===== config.mk =====
export PLATFORM = sky130hd
export DESIGN_NAME = seq_alu_exec_flat
export DESIGN_NICKNAME = d
export VERILOG_FILES = /design/src/rtl/seq_alu_exec_if.sv /design/src/rtl/seq_alu_exec.sv /design/src/flat_wrapper.sv
export SDC_FILE = /design/constraint.sdc
export NUM_CORES = 1
export LEC_CHECK = 0
export ABC_AREA = 1
export BUFFER_PORTS_ARGS = -buffer_cell sky130_fd_sc_hd__buf_4
export CAP_MARGIN = 15
export CELL_PAD_IN_SITES_DETAIL_PLACEMENT = 0
export CELL_PAD_IN_SITES_GLOBAL_PLACEMENT = 1
export CORE_ASPECT_RATIO = 1.5
export CORE_MARGIN = 3
export CORE_UTILIZATION = 44
export CTS_BUF_LIST = sky130_fd_sc_hd__clkbuf_16
export DETAILED_ROUTE_END_ITERATION = 10
export GPL_TIMING_DRIVEN = 0
export PLACE_DENSITY = 0.83
export SLEW_MARGIN = 20
export SYNTH_ARGS = -nofsm -noshare
export SYNTH_HDL_FRONTEND = slang
export SYNTH_SLANG_ARGS = --single-unit
export TNS_END_PERCENT = 10

===== constraint.sdc =====
create_clock -name clk_i -period 4.3 [get_ports clk_i]
set_input_delay 0.215 -clock clk_i [delete_from_list [all_inputs] [get_ports clk_i]]
set_output_delay 0.215 -clock clk_i [all_outputs]
set_load 0.005 [all_outputs]

===== src/rtl/seq_alu_exec_if.sv =====
// rtl/seq_alu_exec_if.sv - request/result bundle between EX-stage control and seq_alu_exec
interface seq_alu_exec_if #(
    parameter int WIDTH = 32
);
    logic             valid_i;
    logic             ready_o;
    logic [3:0]       ALUCtrl_i;
    logic [WIDTH-1:0] src1_i;
    logic [WIDTH-1:0] src2_i;
    logic [WIDTH-1:0] result_o;
    logic             zero_o;
    logic             done_o;
    logic             illegal_o;

    modport master (
        output valid_i, ALUCtrl_i, src1_i, src2_i,
        input  ready_o, result_o, zero_o, done_o, illegal_o
    );

    modport slave (
        input  valid_i, ALUCtrl_i, src1_i, src2_i,
        output ready_o, result_o, zero_o, done_o, illegal_o
    );
endinterface


===== src/rtl/seq_alu_exec.sv =====
// rtl/seq_alu_exec.sv - EX-stage ALU: single-cycle logic/arith ops plus iterative shift-add MUL
module seq_alu_exec #(
    parameter int WIDTH = 32,
    parameter int CNT_W = 6
) (
    input logic           clk_i,
    input logic           rst_i,
    seq_alu_exec_if.slave bus
);
    localparam logic [3:0] OP_AND = 4'b0000;
    localparam logic [3:0] OP_OR  = 4'b0001;
    localparam logic [3:0] OP_ADD = 4'b0010;
    localparam logic [3:0] OP_SUB = 4'b0110;
    localparam logic [3:0] OP_SLT = 4'b0111;
    localparam logic [3:0] OP_MUL = 4'b1000;
    localparam logic [3:0] OP_NOR = 4'b1100;

    localparam logic [CNT_W-1:0] LAST_CNT = CNT_W'(WIDTH);

    typedef enum logic {S_IDLE, S_MUL} state_t;

    state_t           state;
    logic [WIDTH-1:0] mcand;
    logic [WIDTH-1:0] mplier;
    logic [WIDTH-1:0] acc;
    logic [CNT_W-1:0] cnt;

    logic [WIDTH-1:0] alu_res;
    logic             alu_illegal;
    logic [WIDTH-1:0] acc_next;
    logic [CNT_W-1:0] cnt_next;

    always_comb begin
        alu_res     = '0;
        alu_illegal = 1'b0;
        unique case (bus.ALUCtrl_i)
            OP_AND:  alu_res = bus.src1_i & bus.src2_i;
            OP_OR:   alu_res = bus.src1_i | bus.src2_i;
            OP_NOR:  alu_res = ~(bus.src1_i | bus.src2_i);
            OP_ADD:  alu_res = bus.src1_i + bus.src2_i;
            OP_SUB:  alu_res = bus.src1_i - bus.src2_i;
            OP_SLT:  alu_res = {{(WIDTH-1){1'b0}}, ($signed(bus.src1_i) < $signed(bus.src2_i))};
            default: alu_illegal = 1'b1;
        endcase
    end

    // One shift-add step; the last step's sum is the product, published directly.
    always_comb begin
        acc_next = mplier[0] ? (acc + mcand) : acc;
        cnt_next = cnt + 1'b1;
    end

    assign bus.ready_o = (state == S_IDLE);

    always_ff @(posedge clk_i or posedge rst_i) begin
        if (rst_i) begin
            state         <= S_IDLE;
            mcand         <= '0;
            mplier        <= '0;
            acc           <= '0;
            cnt           <= '0;
            bus.result_o  <= '0;
            bus.zero_o    <= 1'b1;
            bus.done_o    <= 1'b0;
            bus.illegal_o <= 1'b0;
        end else begin
            bus.done_o    <= 1'b0;
            bus.illegal_o <= 1'b0;
            unique case (state)
                S_IDLE: begin
                    if (bus.valid_i) begin
                        if (bus.ALUCtrl_i == OP_MUL) begin
                            mcand  <= bus.src1_i;
                            mplier <= bus.src2_i;
                            acc    <= '0;
                            cnt    <= '0;
                            state  <= S_MUL;
                        end else begin
                            bus.result_o  <= alu_res;
                            bus.zero_o    <= (alu_res == '0);
                            bus.illegal_o <= alu_illegal;
                            bus.done_o    <= 1'b1;
                        end
                    end
                end
                S_MUL: begin
                    acc    <= acc_next;
                    mcand  <= mcand << 1;
                    mplier <= mplier >> 1;
                    cnt    <= cnt_next;
                    if (cnt_next == LAST_CNT) begin
                        bus.result_o <= acc_next;
                        bus.zero_o   <= (acc_next == '0);
                        bus.done_o   <= 1'b1;
                        state        <= S_IDLE;
                    end
                end
                default: state <= S_IDLE;
            endcase
        end
    end
endmodule


===== src/flat_wrapper.sv =====
// flat-port wrapper written by rule: the top's interface ports become plain ports
module seq_alu_exec_flat 
#(
    parameter int WIDTH = 32,
    parameter int CNT_W = 6
)
  (clk_i, rst_i, bus_valid_i, bus_ALUCtrl_i, bus_src1_i, bus_src2_i, bus_ready_o, bus_result_o, bus_zero_o, bus_done_o, bus_illegal_o);
  seq_alu_exec_if #(.WIDTH(WIDTH)) bus_i ();
  input logic clk_i;
  input logic rst_i;
  input wire logic [$bits(bus_i.valid_i)-1:0] bus_valid_i;
  input wire logic [$bits(bus_i.ALUCtrl_i)-1:0] bus_ALUCtrl_i;
  input wire logic [$bits(bus_i.src1_i)-1:0] bus_src1_i;
  input wire logic [$bits(bus_i.src2_i)-1:0] bus_src2_i;
  output wire logic [$bits(bus_i.ready_o)-1:0] bus_ready_o;
  output wire logic [$bits(bus_i.result_o)-1:0] bus_result_o;
  output wire logic [$bits(bus_i.zero_o)-1:0] bus_zero_o;
  output wire logic [$bits(bus_i.done_o)-1:0] bus_done_o;
  output wire logic [$bits(bus_i.illegal_o)-1:0] bus_illegal_o;
  assign bus_i.valid_i = bus_valid_i;
  assign bus_i.ALUCtrl_i = bus_ALUCtrl_i;
  assign bus_i.src1_i = bus_src1_i;
  assign bus_i.src2_i = bus_src2_i;
  assign bus_ready_o = bus_i.ready_o;
  assign bus_result_o = bus_i.result_o;
  assign bus_zero_o = bus_i.zero_o;
  assign bus_done_o = bus_i.done_o;
  assign bus_illegal_o = bus_i.illegal_o;
  seq_alu_exec #(.WIDTH(WIDTH), .CNT_W(CNT_W)) u_core (.clk_i(clk_i), .rst_i(rst_i), .bus(bus_i));
endmodule

==> results_dict.tcl <==
set metrics [dict create \
    ys_ff_latch 138 \
    place.gp.congestion 0.9848 \
    drc_errors 0 \
    clk_pin_slew_ns 0.06 \
    hpwl_um 54190 \
    wl_per_cell_um 20.59 \
    cts_root_buffer "clkbuf_16" \
    period_needed_ns 3.259 \
    cap_viol_max_count 0 \
    die_w_um 158.1 \
    hold_class "in2reg" \
    yosysTopAreaCell "dfrtp_1" \
    setup_tns_ns 0 \
    fp-row-count 82 \
    tightest_slew_ns 0.8625 \
    drt_iter0_markers 1419 \
    status "completed" \
    nets 2869 \
    drv_slew 0 \
    fillerInstances 3656 \
    crit_arrival_ns 3.64 \
    cts.sinks 138 \
    syn-num-nets 2742 \
    grt_max_degree 72 \
    power_leakage_nw 9.460 \
    die_area_sq_um 37010 \
    final_cells 3098 \
    finalSetupViolCount 0 \
    max_freq_mhz 306.8 \
    ys_types 46 \
    grt_overflow 0 \
    crit_start "u_core.acc[0]$_DFFE_PP0P_" \
    drtAntennaViolNets 0 \
    antenna_found_initial 0 \
    synth_area_leaders "dfrtp_1, nand2_1, ha_1, inv_1, nand3_1" \
    cts_buffers 17 \
    min_from "bus_src2_i[31]" \
    grt_pass1_vias 16590 \
    worstSetupEndpointType "flop" \
    placed_cells 3064 \
    rsz0062_at_grt "false" \
    startpoint_type "flop" \
    top_usage_layer "met2" \
    fin_hold_ws_ns 0.1120 \
    grt_util_all_layers_pct 34.11 \
    cts_buffer_depth 2 \
    yosys_warnings 0 \
    seq_area_frac_synth_pct 22.63 \
    r2r-start "u_core.acc[0]$_DFFE_PP0P_" \
    cp_num_buf_inv 0 \
    ff_latch_area_sq_um 3455 \
    routed_wl_um 63780 \
    critPathMaxFanout 4 \
    use_met3_pct 3.453 \
    core_sq_um 33860 \
    die_h_um 234.1 \
    fin_crit_sh_pct 75.80 \
    vias_per_cell 5.538 \
    cpMostUsedCell "nand2_1" \
    multi_input_area_sq_um 9706 \
    hold_viol 0 \
    cts_tree "done" \
    ioPinCount 107 \
    cts_max_level 4 \
    vdd_drop_max_mv 0.2846 \
    slowest_stage "fa_1" \
    met2_usage_pct 62.04 \
    clock_latency_ns 0.44 \
    cp.required_ns 4.68 \
    num_vias 17160 \
    synth_area_sq_um 15260 \
    drive_gt1_share_pct 9.077 \
    post_cts_resized 0 \
    synth_cells 2537 \
    fin_skew_ns 0.01360 \
    maxSlewHeadroom_pct 42.50 \
    cts_setup_buffers 0 \
    synthToLayoutAreaGrowth_pct 13.37 \
    path_delay_family "simple AND/OR/NAND/NOR gates" \
    critPathMaxStageDelay_ns 0.43 \
    initial_core_util_pct 45.08 \
    crit_type "reg2reg" \
    path_cells "ha_1 -> fa_1 -> nand3_1 -> nand2_1 -> nand2_1 -> nand2_1 -> nand2_1 -> nand2_1 -> nand2_1 -> nand3_1 -> nand2_1 -> nand2_1 -> nor2_1 -> nand4_1 -> nor3_1 -> nand2_1 -> nand2_1 -> nand2_1 -> nand2_1" \
    met1_usage_pct 38.60 \
    p_per_area_nw_per_um2 495.5 \
    numPortBuffers 106 \
    syn_area_per_cell_sq_um 6.017 \
    grt_first_pass_wirelength_um 94320 \
    firstDrtPassIters 6 \
    yosysTopAreaCellShare_pct 22.46 \
]
where the power goes:
group,switching [W],total [W],leakage (nW),internal [W]
Combinational,0.00305,0.00463,7.37,0.00157
Clock,0.000609,0.00170,0.329,0.00109
Sequential,0.000415,0.00225,1.76,0.00184
Total,0.00408,0.00858,9.46,0.00450
placed cells by master, fill, tap and decap left out, types with 4 or more instances in the layout:
cell type,n
nand2_2,13
a221oi_1,22
nand4_1,29
nor2_4,4
dfrtp_1,137
ha_1,131
o221ai_1,31
a31oi_1,22
nor4_1,4
xor2_1,4
a21oi_1,105
nand2_1,773
nand3_1,297
buf_2,22
nor3_1,17
o21ai_0,75
buf_1,11
nor2_1,242
buf_6,8
or2_2,7
bufinv_16,6
nor3_2,4
inv_2,8
clkbuf_1,35
nand3_2,4
nor2_2,16
buf_4,120
and2_1,4
o22ai_1,6
clkbuf_16,17
o21bai_1,11
inv_1,421
nand3b_1,6
o211ai_1,32
clkinv_4,4
flip-flops by register name, summed over array words and instances (netlist names), 6 cells and up:
name and count:
u_core.acc 32, u_core.bus.result_o 32, u_core.mcand 32, u_core.mplier 32, u_core.cnt 6
worst min-delay path, delay by kind of cell:
family	cells	cell delay, ns
buffers and inverters	2	0.15
AOI/OAI and AO/OA	1	0.15
cells in the mapped netlist, drive strengths merged:
master,count
a31o,1
or2,8
nand4,29
nand3b,6
o31ai,1
nand3,301
o21bai,11
and3,2
fa,3
nand2,786
buf,55
nor3,21
o221ai,31
a221oi,22
dfrtp,137
and2,4
a21oi,106
o32ai,1
o21a,2
o211ai,32
a21o,1
ha,131
o22ai,6
clkbuf,36
nor2,262
o211a,1
dfstp,1
a31oi,22
clkinv,2
xor2,4
o21ai,78
inv,430
nor4,4
path summary, 6_finish.rpt:
check	slack [ns]	to	cells after the start
worst max-delay path	1.04	u_core.bus.zero_o$_DFFE_PP1P_	19
worst min-delay path	0.11	u_core.mplier[31]$_DFFE_PP0P_	3
worst max register to register	1.04	u_core.bus.zero_o$_DFFE_PP1P_	19
worst min register to register	0.47	u_core.bus.zero_o$_DFFE_PP1P_	2
max in group asynchronous	3.12	u_core.bus.zero_o$_DFFE_PP1P_	4
min in group asynchronous	0.37	u_core.acc[1]$_DFFE_PP0P_	3
layer usage:
layer  up-vias  wire length (um)
met2       603             32290
met4         0              4057
li1       8378                 -
met5         -                 0
met1      8018             24500
met3       159              2930
kinds of logic after synthesis:
kind of cell             Yosys count  synth area share [%]
AO/OA/AOI/OAI                    315                 12.74
XOR/XNOR                           4                0.2295
adder cells (fa/ha/maj)          134                 11.13
buffers and inverters            523                 13.79
flip-flops                       138                 22.63
AND/OR/NAND/NOR                 1423                 39.48
metrics by stage:
step | worst slack, ns | utilization [%] | instance area (sq um) | total power, W
after floorplan | 0.3905 | - | 15260 | 0.005160
after global placement | -1.250 | 48.99 | 16590 | 0.006717
after detailed placement | 0.9871 | 49.09 | 16620 | 0.006799
after CTS | 1.031 | 51.11 | 17300 | 0.008517
after global routing | 0.7559 | 51.11 | 17300 | 0.009182
final | 1.041 | 51.11 | 17310 | 0.008575
repair_timing:
action | CTS | global route
hold endpoints to repair | 70 | 0
setup endpoints to repair | 0 | 0
hold buffers | 1 | 0
cell type report:
cell class / instances / area share (%)
inverters: 432 / 9.414
flip-flops and latches: 138 / 19.96
clock buffers: 17 / 2.458
diodes: 1 / 0.01446
well taps: 420 / 3.037
clock inverters: 15 / 1.424
repair buffers: 108 / 4.815
plain buffers: 91 / 2.791
multi-input cells: 1876 / 56.08
(Power assumes the default switching activity.)
